==> src/rtl/dm_arbiter.sv <==
// Two-port round-robin data-memory arbiter in front of the MMU. It checks each
// granted access for alignment and address range, and returns one tagged response.
module dm_arbiter (
  input  logic        clk,
  input  logic        resetb,
  input  logic        p0_req,
  input  logic        p0_we,
  input  logic [31:0] p0_addr,
  input  logic [31:0] p0_wdata,
  input  logic [3:0]  p0_be,
  input  logic        p0_signed,
  output logic        p0_ack,
  output logic        p0_rvalid,
  output logic [31:0] p0_rdata,
  output logic        p0_err,
  input  logic        p1_req,
  input  logic        p1_we,
  input  logic [31:0] p1_addr,
  input  logic [31:0] p1_wdata,
  input  logic [3:0]  p1_be,
  input  logic        p1_signed,
  output logic        p1_ack,
  output logic        p1_rvalid,
  output logic [31:0] p1_rdata,
  output logic        p1_err,
  output logic [31:0] dm_addr,
  output logic [31:0] dm_di,
  output logic [3:0]  dm_be,
  output logic        dm_we,
  output logic        is_signed,
  input  logic [31:0] dm_do,
  input  logic        halt_req,
  output logic        halted,
  output logic [1:0]  fsm_state
);

  // Handshake: pN_ack is high in the cycle pN_req is granted. The requester holds
  // its inputs until then. The response comes back exactly one cycle later.

  typedef enum logic [1:0] {
    ST_RUN    = 2'd0,
    ST_DRAIN  = 2'd1,
    ST_HALTED = 2'd2
  } state_t;

  state_t state, state_next;

  logic        last_port;
  logic        tag_valid;
  logic        tag_port;
  logic        tag_err;

  logic        grant_en;
  logic        grant;
  logic        sel;
  logic        g_we;
  logic [31:0] g_addr;
  logic [31:0] g_wdata;
  logic [3:0]  g_be;
  logic        g_signed;
  logic        g_legal;

  function automatic logic is_legal(input logic [31:0] addr, input logic [3:0] be);
    logic align_ok;
    logic range_ok;
    case ({be, addr[1:0]})
      6'b1111_00, 6'b0011_00, 6'b1100_10, 6'b0001_00,
      6'b0010_01, 6'b0100_10, 6'b1000_11: align_ok = 1'b1;
      default:                            align_ok = 1'b0;
    endcase
    range_ok = ((addr >= 32'h1000_0000) && (addr[31] == 1'b0)) ||
               (addr[31:8] == 24'h80_0000);
    return align_ok && range_ok;
  endfunction

  // Grant selection and MMU drive
  always_comb begin
    grant_en = resetb && (state == ST_RUN) && !halt_req;
    sel      = (p0_req && p1_req) ? ~last_port : p1_req;
    grant    = grant_en && (p0_req || p1_req);

    g_we     = sel ? p1_we     : p0_we;
    g_addr   = sel ? p1_addr   : p0_addr;
    g_wdata  = sel ? p1_wdata  : p0_wdata;
    g_be     = sel ? p1_be     : p0_be;
    g_signed = sel ? p1_signed : p0_signed;
    g_legal  = is_legal(g_addr, g_be);

    p0_ack    = grant && !sel;
    p1_ack    = grant && sel;
    dm_addr   = g_addr;
    dm_di     = g_wdata;
    is_signed = g_signed;
    dm_be     = (grant && g_legal) ? g_be : 4'b0000;
    dm_we     = grant && g_legal && g_we;
  end

  // One-entry response tag plus the round-robin pointer
  always_ff @(posedge clk or negedge resetb) begin
    if (!resetb) begin
      tag_valid <= 1'b0;
      tag_port  <= 1'b0;
      tag_err   <= 1'b0;
      last_port <= 1'b1;
    end else begin
      tag_valid <= grant;
      if (grant) begin
        tag_port  <= sel;
        tag_err   <= !g_legal;
        last_port <= sel;
      end
    end
  end

  always_comb begin
    p0_rvalid = tag_valid && !tag_port;
    p1_rvalid = tag_valid && tag_port;
    p0_err    = p0_rvalid && tag_err;
    p1_err    = p1_rvalid && tag_err;
    p0_rdata  = (p0_rvalid && !tag_err) ? dm_do : 32'h0;
    p1_rdata  = (p1_rvalid && !tag_err) ? dm_do : 32'h0;
  end

  // Halt FSM
  always_ff @(posedge clk or negedge resetb) begin
    if (!resetb) state <= ST_RUN;
    else         state <= state_next;
  end

  always_comb begin
    state_next = state;
    case (state)
      ST_RUN:    if (halt_req) state_next = ST_DRAIN;
      ST_DRAIN: begin
        if (!halt_req)      state_next = ST_RUN;
        else if (!tag_valid) state_next = ST_HALTED;
      end
      ST_HALTED: if (!halt_req) state_next = ST_RUN;
      default:   state_next = ST_RUN;
    endcase
  end

  assign halted    = (state == ST_HALTED);
  assign fsm_state = state;

endmodule
==> config.mk <==
export PLATFORM = sky130hd
export DESIGN_NAME = dm_arbiter
export DESIGN_NICKNAME = d
export VERILOG_FILES = /design/src/rtl/dm_arbiter.sv
export SDC_FILE = /design/constraint.sdc
export NUM_CORES = 1
export LEC_CHECK = 0
export ABC_AREA = 1
export BUFFER_PORTS_ARGS = -buffer_cell sky130_fd_sc_hd__buf_2
export CAP_MARGIN = 25
export CORE_AREA = 2 2 125 127
export CTS_BUF_LIST = sky130_fd_sc_hd__clkbuf_16
export CTS_CLUSTER_DIAMETER = 60
export DETAILED_ROUTE_END_ITERATION = 10
export DIE_AREA = 0 0 127 129
export PLACE_DENSITY = 0.39
export SLEW_MARGIN = 20
export SYNTH_ARGS = -nofsm -noshare
export SYNTH_HDL_FRONTEND = slang
export SYNTH_SLANG_ARGS = --single-unit
==> constraint.sdc <==
create_clock -name clk -period 2.7 [get_ports clk]
set_clock_uncertainty 0.15 [all_clocks]
set_input_delay 0.27 -clock clk [delete_from_list [all_inputs] [get_ports clk]]
set_output_delay 0.27 -clock clk [all_outputs]
set_load 0.01 [all_outputs]
# Yosys cells after proc, flatten, opt, wreduce, memory -nomap -nowiden
# Cells that the tools add are included.
# totals
register_bits,6
input_bits,177
out_inout_bits,143
# op_classes
n_bitwise,2
n_mux,15
n_eq_ne,13
n_reduce_logical,26
order_cmp,1
# op_table
operator,n
32-bit 2-to-1 mux,4
"32-bit by 29-bit greater-or-equal comparator with 1-bit output, second input constant",1
"24-bit == test, second input constant",1
"6-bit == test, second input constant",3
1-bit logical AND,16
"6-bit by 4-bit == test with 1-bit output, second input constant",2
2-bit 2-to-1 mux,4
4-bit 2-to-1 mux,2
7-bit OR reduction,1
"6-bit by 3-bit == test with 1-bit output, second input constant",1
"6-bit by 5-bit == test with 1-bit output, second input constant",1
2-bit case mux with 3 select lines,1
1-bit zero test,5
1-bit 2-to-1 mux,4
"2-bit != test, second input constant",2
"3-bit != test, second input constant",1
3-bit AND reduction,1
"2-bit by 1-bit == test with 1-bit output, second input constant",1
"2-bit == test, second input constant",1
2-bit zero test,1
1-bit logical OR,2
1-bit NOT,2

# Logic depth before layout (Yosys ltp)
# logic_depth
ltp_word,9
depth_mapped,14
ltp_nobuf,14

# Least setup slack after synthesis
# OpenSTA, ideal clock, no wires.
# synth_timing
path_kind,register to output
startpoint,register last_port
endpoint,output dm_be[0]
n_path_buf,1
arrival_ns,1.660
stages_incl_launch_ff,14
required_ns,2.280
slack_ns,0.620
cell_sequence,dfstp_2 -> nand2_2 -> nand2_4 -> inv_2 -> buf_6 -> nand2_2 -> nand2_1 -> nor2_1 -> nand2_1 -> nor2_1 -> nand3_1 -> nand2_1 -> nand3_2 -> nor2_1
# synth_between
elab_chain_cells,9
word_cells_on_any_way,21
classes_between,order compare (1); eq/ne (8); mux (5); bitwise (2); reduce/logical (5)
# synth_rtl
item,line,rtl
start: declaration,48,logic last_port;
start signal: assignment,110,last_port <= sel;
1-bit NOT (*),79,sel = (p0_req && p1_req) ? ~last_port : p1_req;
1-bit 2-to-1 mux (*),79,
32-bit 2-to-1 mux (*),83,g_addr = sel ? p1_addr : p0_addr;
via dm_addr[16],26,"output logic [31:0] dm_addr,"
32-bit by 29-bit greater-or-equal comparator with 1-bit output,71,range_ok = ((addr >= 32'h1000_0000) && (addr[31] == 1'b0)) ||
1-bit logical AND,71,
1-bit logical OR (*),71,
1-bit logical AND (*),73,return align_ok && range_ok;
1-bit logical AND (*),94,dm_be = (grant && g_legal) ? g_be : 4'b0000;
4-bit 2-to-1 mux (*),94,
end: declaration,28,"output logic [3:0] dm_be,"
# The timed path passes the listed nets; every way through them passes the cells marked *.

# Worst setup path in the final report
# layout_timing
startpoint,register last_port
endpoint,output dm_be[3]
# layout_between
elab_chain_cells,9
word_cells_on_any_way,21
classes_between,order compare (1); eq/ne (8); mux (5); bitwise (2); reduce/logical (5)
# layout_rtl
item,line
1-bit NOT (*),79
1-bit 2-to-1 mux (*),79
32-bit 2-to-1 mux / 4-bit 2-to-1 mux (equally long branches),"83, 85"
"32-bit by 29-bit greater-or-equal comparator with 1-bit output, or another cell as far along",71
1-bit logical AND / 7-bit OR reduction (equally long branches),"71, 66"
1-bit logical OR / 1-bit 2-to-1 mux (equally long branches),"71, 66"
1-bit logical AND,73
1-bit logical AND,94
4-bit 2-to-1 mux (*),94
# Mark *: on every way between the ends. The rest lies on a longest branch, timed or not.

==> impl_metrics.yaml <==
timing:
  min_period_ns: 2.563
  fin_hold_ws_ns: 0.1707
  maxSlewHeadroom: 0.7719
  slew_viol_final: 0
  worst_pin_slew_ns: 0.3422
  timing.final.crit_share: 0.9491
  clock.fmax_ghz: 0.3902
  hold_violations: 0
  fin_ws_ns: 0.1374
  finalSetupViolCount: 0
setup_path:
  reg2reg_slack_ns: 0.73
  cp_cell_sequence: "nand2_2 > buf_4 > nand3b_1 > nand2_1 > buf_4 > nor2_1 > nor2_1 > nor2_1 > nand2_1 > nand2_2 > nand3_4 > nor2_2 > buf_2"
  slowest_delay_ns: 0.53
  crit_fanout: 11
  worst_path_most_repeated_cell: "nor2_1"
  critPathKind: "register to primary output"
  timing.rr.start: "last_port"
  end_kind: "primary output"
  startpoint_type: "register"
  r2r_end: "tag_err"
  worst_ep_arrival_time_ns: 2.14
  crit_required_ns: 2.28
  ff2ff_path_depth: 12
  endpoint: "dm_be[3]"
  setup.worst_path.start: "last_port"
  crit_path_top_delay_cell: "dfstp_2"
worst_hold_path:
  min_path_type: "primary input to register"
  hp-start: "halt_req"
placement:
  dp_slack_ns: 0.1269
  gp_congestion: 0.7530
  portBuffers: 319
  place_area_sq_mm: 0.003618
  hpwlAfterDp_mm: 10.24
clock_tree:
  clkTransAtPathRegs_ns: 0.03
  clock_latency_ns: 0.23
  cts_tree: "yes"
  cts-root-buf: "clkbuf_16"
  htree_levels: 1
  clk_path_buf_depth: 2
  cts_buffers: 3
  clkSinkCount: 6
pwr:
  switching_share: 0.4615
  netSwitchingPower_w: 0.0005865
  pwr-share-comb: 0.705
  cellLeakagePower_nw: 2.739
  seqPwrFrac: 0.105
  p_int_w: 0.0006843
  peakVddDrop_mv: 0.1543
  powerDensity_mw_per_mm2: 331.8
  p_clk_frac: 0.190
detailed_routing:
  wl_per_cell_um: 13.23
  wl_mm: 12.17
  vias: 3564
  dr.pass1.iters: 4
  drcViolationCount: 0
  viasPerCell: 3.874
  ant_nets: 0
  drt_iter0_drc: 118
yosys:
  synth_area_sq_mm: 0.001818
  synthFlopType: "dfrtp_1"
  yosys-top-cells-count: "207 x nand2_1, 93 x nor2_1, 44 x inv_1, 23 x nand3_1, 11 x clkbuf_1"
  yosys-top-cells-area: "nand2_1 43%, nor2_1 19%, inv_1 9.1%"
  netlist.top_cell.by_area: "nand2_1"
  synth_warnings: 0
  ys_types: 24
  synth_top_area_share: 0.4274
  syn_avg_cell_area_sq_um: 4.349
  netlist_instances: 418
  yosys_register_bits: 6
  syn_nets: 595
  yosysMostFrequentCell: "nand2_1"
  yosysSeqAreaShare: 0.08328
  synth_edf_count: 0
  async_flop_share: 1.000
cells_and_area:
  utilization: 0.2557
  layout-drive-gt1-share: 0.4809
  syn2layout_area_growth_pct: 110.7
  final_area_sq_mm: 0.003830
  layout.nets: 910
  fillCellCount: 1793
  multi_input_area_sq_mm: 0.001409
  regArea_sq_um: 151.4
  antenna_cells: 0
grt:
  grt_first_pass_wirelength_mm: 17.13
  grt-ovfl-total: 0
  antenna_found_initial: 1
  grt_pass1_vias: 3322
  grt_max_degree: 33
  track_usage: 0.1326
floorplan:
  coreArea_sq_mm: 0.01498
  die-area_sq_mm: 0.01638
  num_rows: 45
  die_w_um: 127
  die_y_um: 129
  start_util: 0.1214
  ioPinCount: 320
status:
  outcome: "finished, final reports clean"
flow_run:
  maxCapViolCount: 0
cell families after synthesis:
family | after synthesis | synth area share
AOI/OAI and AO/OA | 8 | 0.02546
muxes | 1 | 0.005506
and+or+nand+nor | 334 | 0.7254
buffers and inverters | 69 | 0.1604
DFF | 6 | 0.08328
final cells by class:
type / count / share of cell area
clock buffer: 3 / 0.01960
inverter: 46 / 0.04835
tap: 188 / 0.06142
timing repair buffer: 333 / 0.4623
multi-input combinational: 343 / 0.3679
sequential: 6 / 0.03953
clock inverter: 1 / 0.0009801
per-layer routing:
layer / part of all wire / vias to the layer above / global-route usage
met2: 0.53 / 199 / 0.2672
met5: 0.0011 / - / 0
met1: 0.38 / 1496 / 0.1458
li1: - / 1858 / -
met3: 0.089 / 9 / 0.02827
met4: 0.0058 / 2 / 0.01422
registers in the layout (all words and copies together), names as in the netlist:
register	flops
last_port	1
tag_err	1
fsm_state	2
tag_port	1
tag_valid	1
power by group through the flow:
stage | Sequential, W | Clock (W) | Combinational [W]
after global routing | 0.000137 | 0.000253 | 0.00100
after detailed placement | 0.000134 | 0 | 0.000852
after global placement | 0.000134 | 0 | 0.000860
final | 0.000134 | 0.000241 | 0.000895
after CTS | 0.000134 | 0.000246 | 0.000888
after floorplan | 0.000131 | 0 | 0.000453
worst min path at each step:
stage,to,cells past startpoint
CTS,fsm_state[0],3
finish,fsm_state[0],3
global placement,tag_port,1
detailed placement,tag_port,1
global route,fsm_state[0],3
floorplan,fsm_state[0],0
timing repair:
action,in CTS,in global routing
gates resized for setup,4,12
pin swaps,1,1
buffers inserted,1,0
cloned,1,1
hold buffers,1,0
endpoints found under the hold margin,6,0
endpoints found under the setup margin,5,5
stage by stage:
stage | cells | power [W] | TNS (ns)
floorplan | 418 | 0.0005846 | 0
global placement | 912 | 0.0009942 | 0
detailed placement | 912 | 0.0009854 | 0
CTS | 919 | 0.001267 | 0
global route | 920 | 0.001395 | -0.00009859
finish | 920 | 0.001271 | 0
critical path, delay by kind of cell (launching register included):
family | cells | cell delay [ns]
simple gates | 10 | 0.88
buf+inv | 3 | 0.50
flops | 1 | 0.53
cells in the final DEF (no fill, tap or decap), drive strengths merged:
cell	synthesis	final
a21oi	2	2
buf	12	330
bufbuf	0	1
clkbuf	11	4
dfrtp	5	5
dfstp	1	1
dlygate4sd3	0	1
inv	46	47
mux2i	1	1
nand2	212	212
nand3	24	24
nand3b	2	2
nor2	93	93
nor3	2	2
o21ai	5	5
o31ai	1	1
or2	1	1
(Power assumes the default switching activity.)
